## src/rtl/instr_fifo.sv

```systemverilog
// instr_fifo: single-clock first-word-fall-through instruction queue for one
// pipeline lane. The arbiter pushes instructions in and the lane's fetch/decode
// stage pops them. Full and almost-full go back to the arbiter. Dropped pushes
// and pops on an empty queue are recorded as sticky error flags.
module instr_fifo #(
    parameter int DATA_WIDTH = 32,
    parameter int DEPTH      = 8,
    parameter int AF_LEVEL   = DEPTH - 2,
    parameter int CW         = $clog2(DEPTH) + 1
) (
    input  logic                  clk,
    input  logic                  resetn,
    input  logic                  wr_en,
    input  logic [DATA_WIDTH-1:0] instr_in,
    input  logic                  rd_en,
    input  logic                  flush,
    input  logic                  clr_err,
    output logic [DATA_WIDTH-1:0] instr_out,
    output logic                  valid,
    output logic                  empty,
    output logic                  full,
    output logic                  almost_full,
    output logic [CW-1:0]         count,
    output logic                  overflow,
    output logic                  underflow
);
    localparam int AW = $clog2(DEPTH);

    // Storage array. It is deliberately not reset: count alone decides what is valid.
    logic [DATA_WIDTH-1:0] r_mem [DEPTH];
    logic [AW-1:0]         r_wp;
    logic [AW-1:0]         r_rp;
    logic [CW-1:0]         r_count;
    logic                  r_overflow;
    logic                  r_underflow;

    logic w_full;
    logic w_empty;
    logic w_push;
    logic w_pop;
    logic w_ovf_evt;
    logic w_unf_evt;

    // Derive status and effective push/pop. Flush suppresses traffic and errors.
    // A push while full is accepted only when a pop frees the slot in the same cycle.
    always_comb begin
        w_full    = (r_count == CW'(DEPTH));
        w_empty   = (r_count == '0);
        w_push    = wr_en & (~w_full | rd_en) & ~flush;
        w_pop     = rd_en & ~w_empty & ~flush;
        w_ovf_evt = wr_en & w_full & ~rd_en & ~flush;
        w_unf_evt = rd_en & w_empty & ~flush;
    end

    // Write accepted instructions at the tail.
    always_ff @(posedge clk) begin
        if (w_push) begin
            r_mem[r_wp] <= instr_in;
        end
    end

    // Update the pointers and occupancy. Flush empties the queue in one edge.
    always_ff @(posedge clk or negedge resetn) begin
        if (!resetn) begin
            r_wp    <= '0;
            r_rp    <= '0;
            r_count <= '0;
        end else if (flush) begin
            r_wp    <= '0;
            r_rp    <= '0;
            r_count <= '0;
        end else begin
            if (w_push) begin
                r_wp <= r_wp + AW'(1);
            end
            if (w_pop) begin
                r_rp <= r_rp + AW'(1);
            end
            case ({w_push, w_pop})
                2'b10:   r_count <= r_count + CW'(1);
                2'b01:   r_count <= r_count - CW'(1);
                default: r_count <= r_count;
            endcase
        end
    end

    // Sticky error flags. A same-cycle error event wins over clr_err.
    always_ff @(posedge clk or negedge resetn) begin
        if (!resetn) begin
            r_overflow  <= 1'b0;
            r_underflow <= 1'b0;
        end else begin
            if (w_ovf_evt) begin
                r_overflow <= 1'b1;
            end else if (clr_err) begin
                r_overflow <= 1'b0;
            end
            if (w_unf_evt) begin
                r_underflow <= 1'b1;
            end else if (clr_err) begin
                r_underflow <= 1'b0;
            end
        end
    end

    // Present the head combinationally, forced to zero while the queue is empty.
    always_comb begin
        instr_out   = w_empty ? '0 : r_mem[r_rp];
        valid       = ~w_empty;
        empty       = w_empty;
        full        = w_full;
        almost_full = (r_count >= CW'(AF_LEVEL));
        count       = r_count;
        overflow    = r_overflow;
        underflow   = r_underflow;
    end
endmodule

```

## config.mk

```make
export PLATFORM = sky130hd
export DESIGN_NAME = instr_fifo
export DESIGN_NICKNAME = d
export VERILOG_FILES = /design/src/rtl/instr_fifo.sv
export SDC_FILE = /design/constraint.sdc
export NUM_CORES = 1
export LEC_CHECK = 0
export CELL_PAD_IN_SITES_DETAIL_PLACEMENT = 0
export CELL_PAD_IN_SITES_GLOBAL_PLACEMENT = 1
export CORE_MARGIN = 2
export CORE_UTILIZATION = 39
export DETAILED_ROUTE_END_ITERATION = 7
export PLACE_DENSITY_LB_ADDON = 0.1
export SYNTH_ARGS = -nofsm -noshare
export SYNTH_HDL_FRONTEND = slang
export SYNTH_SLANG_ARGS = --single-unit
```

## constraint.sdc

```tcl
create_clock -name clk -period 8.92 [get_ports clk]
set_input_delay 1.784 -clock clk [delete_from_list [all_inputs] [get_ports clk]]
set_output_delay 1.784 -clock clk [all_outputs]
set_load 0.01 [all_outputs]
```

==> results.json <==
{
  "crit_path_start": "r_rp[0]$_DFFE_PN0P_",
  "rsz0062_at_grt": "no",
  "gp_congestion": 0.689,
  "pin_count": 80,
  "max_stage_delay_ns": 0.77,
  "ys_seq_area_frac": 0.758,
  "drtPass1Iterations": 4,
  "setup_viol": 0,
  "post_cts_resized": 0,
  "core_area_mm2": 0.0267,
  "min_period_ns": 5.27,
  "finalCritPeriodShare": 0.591,
  "clock_latency_ns": 0.53,
  "hold_start": "overflow$_DFFE_PN0P_",
  "finClkSkew_ns": 0.0100,
  "cts.clk_slew.worst_paths_ns": 0.06,
  "fp.dieH_um": 168,
  "cts_made_buffers": 28,
  "slew_headroom": 0.231,
  "grt_pass1_wl_um": 33300,
  "antenna_found_initial": 1,
  "numClockSinks": 268,
  "portBuffers": 79,
  "grtUsageMet2": 0.251,
  "cp_max_fo": 42,
  "syn_nets": 550,
  "final_cell_mix": "edfxtp_1, clkdlybuf4s50_1, mux4_2",
  "r2r-start": "count[1]$_DFFE_PN0P_",
  "use_met1": 0.222,
  "globalRouteMet3Util": 0.0240,
  "ff2ff_path_depth": 4,
  "grt-ovfl-total": 0,
  "avgSynthCellArea_um2": 20.7,
  "final_cells": 963,
  "routed_wl_um": 21300,
  "cts_root_buf": "clkbuf_16",
  "maxCapViolations": 0,
  "track_usage": 0.155,
  "critPathSlowestCell": "dfrtp_4",
  "synth_warnings": 0,
  "place_area_mm2": 0.0118,
  "ys_ff_latch": 268,
  "place_inst": 912,
  "drc": 0,
  "power.leakage_nw": 3.94,
  "synthToLayoutAreaGrowth_pct": 20.7,
  "required_ns": 7.14,
  "synth_top_area_frac": 0.730,
  "async_reset_ff_frac": 0.0448,
  "final_common_cell": "edfxtp_1",
  "timing.fmax_mhz": 190,
  "synthFlopType": "edfxtp_1",
  "maxSlewViolCount": 0,
  "min_path_type": "reg -> reg",
  "cts_setup_buffers": 0,
  "grt-busiest-layer": "met2",
  "rr_endpoint": "r_mem[4][15]$_DFFE_PP_",
  "status": "completed",
  "grt_max_degree": 67,
  "worstSetupStartpointType": "register",
  "ys_top_cells_by_area": "edfxtp_1, mux4_2, mux2i_1",
  "cts_buffer_depth": 3,
  "setup_tns_ns": 0,
  "synth_area_mm2": 0.0105,
  "hold_violations": 0,
  "place_hpwl_um": 11400,
  "via_count": 5085,
  "dp_worst_setup_slack_ns": 4.03,
  "crit_arrival_ns": 3.49,
  "min_to": "overflow$_DFFE_PN0P_",
  "start_util": 0.394,
  "r2r_slack_ns": 5.88,
  "cts_tree": "done",
  "synth_edf_count": 256,
  "cp_cell_sequence": "buf_4 > mux4_2 > mux2i_1 > nor2_1 > clkdlybuf4s50_1",
  "design_area_mm2": 0.0127,
  "grt_pass1_vias": 5461,
  "drt_iter0_drc": 297,
  "post_drt_via_cell_ratio": 5.28,
  "num_rows": 60,
  "drive_gt1_frac": 0.217,
  "netlist_instances": 508,
  "antenna_cells": 0,
  "tightest_slew_ns": 1.15,
  "critPathKind": "reg -> out",
  "die_w_um": 168,
  "critPathCaptureType": "output pin",
  "nets": 643,
  "synth_cell_types": 39,
  "cts_hold_buf": 0,
  "htree_levels": 1,
  "dieArea_mm2": 0.0283,
  "routedWlPerCell_um": 22.1,
  "drtAntennaViolNets": 0,
  "total_power_w": 0.00341,
  "power_density_mw_per_mm2": 268,
  "ir_drop_mv": 0.157,
  "layout_setup_ws_ns": 3.65,
  "synth_area_leader_cell": "edfxtp_1",
  "hold_depth": 2
}
[cells in the mapped netlist (6+ instances only)]
cell type	count
edfxtp_1	256
clkbuf_1	15
dfrtp_1	12
buf_2	6
nor2_1	46
nand2_1	8
mux2i_1	34
mux4_2	64
[state kept, by name, indices dropped and copies added, names as in the netlist]
| name | cells |
|---|---|
| r_mem | 256 |
| r_rp | 3 |
| underflow | 1 |
| count | 4 |
| r_wp | 3 |
| overflow | 1 |
[cell type report]
| class | instances | area, um^2 |
|---|---|---|
| clock buffer | 32 | 737 |
| clock inverter | 19 | 200 |
| fill | 2254 | 14000 |
| inverter | 6 | 35.0 |
| multi-input combinational | 207 | 2440 |
| sequential | 268 | 8000 |
| tap | 341 | 427 |
| timing repair buffer | 90 | 873 |
[worst max-delay path: cells and delay by family, from the launching register on]
family	cells	cell delay, ns
buf+inv	2	1.23
simple gates	1	0.06
mux	2	0.82
flops	1	0.77
[worst max path at each step]
stage / end
3_5_place_dp: r_mem[4][15]$_DFFE_PP_
5_1_grt: instr_out[2]
3_3_place_gp: r_mem[4][16]$_DFFE_PP_
2_1_floorplan: r_mem[0][0]$_DFFE_PP_
4_1_cts: instr_out[2]
6_report: instr_out[2]
[power by group]
part	internal (W)	switching, W
clock network	0.000707	0.000473
registers	0.00141	0.0000660
logic	0.000401	0.000351
total	0.00252	0.000891
[layer usage]
layer	vias up	part of all wire	routed length, um
li1	2257	-	-
met1	2695	0.46	9830
met2	106	0.48	10300
met3	27	0.041	882
met4	0	0.016	347
met5	-	0	0
[kinds of logic after synthesis]
group / after synthesis / synth area share
and+or+nand+nor: 77 / 0.0333
AOI/OAI and AO/OA: 21 / 0.0134
muxes: 98 / 0.169
adders and majority gates: 5 / 0.00570
xor gates and xnor gates: 6 / 0.00499
buffers and inverters: 33 / 0.0151
DFF: 268 / 0.758
[stage by stage]
stage | hold WS [ns] | util
floorplan | 0.545 | -
global placement | 0.523 | 0.440
detailed placement | 0.525 | 0.440
CTS | 0.541 | 0.476
global route | 0.574 | 0.476
finish | 0.531 | 0.476
Note: power is estimated with default switching activity, not from simulation.
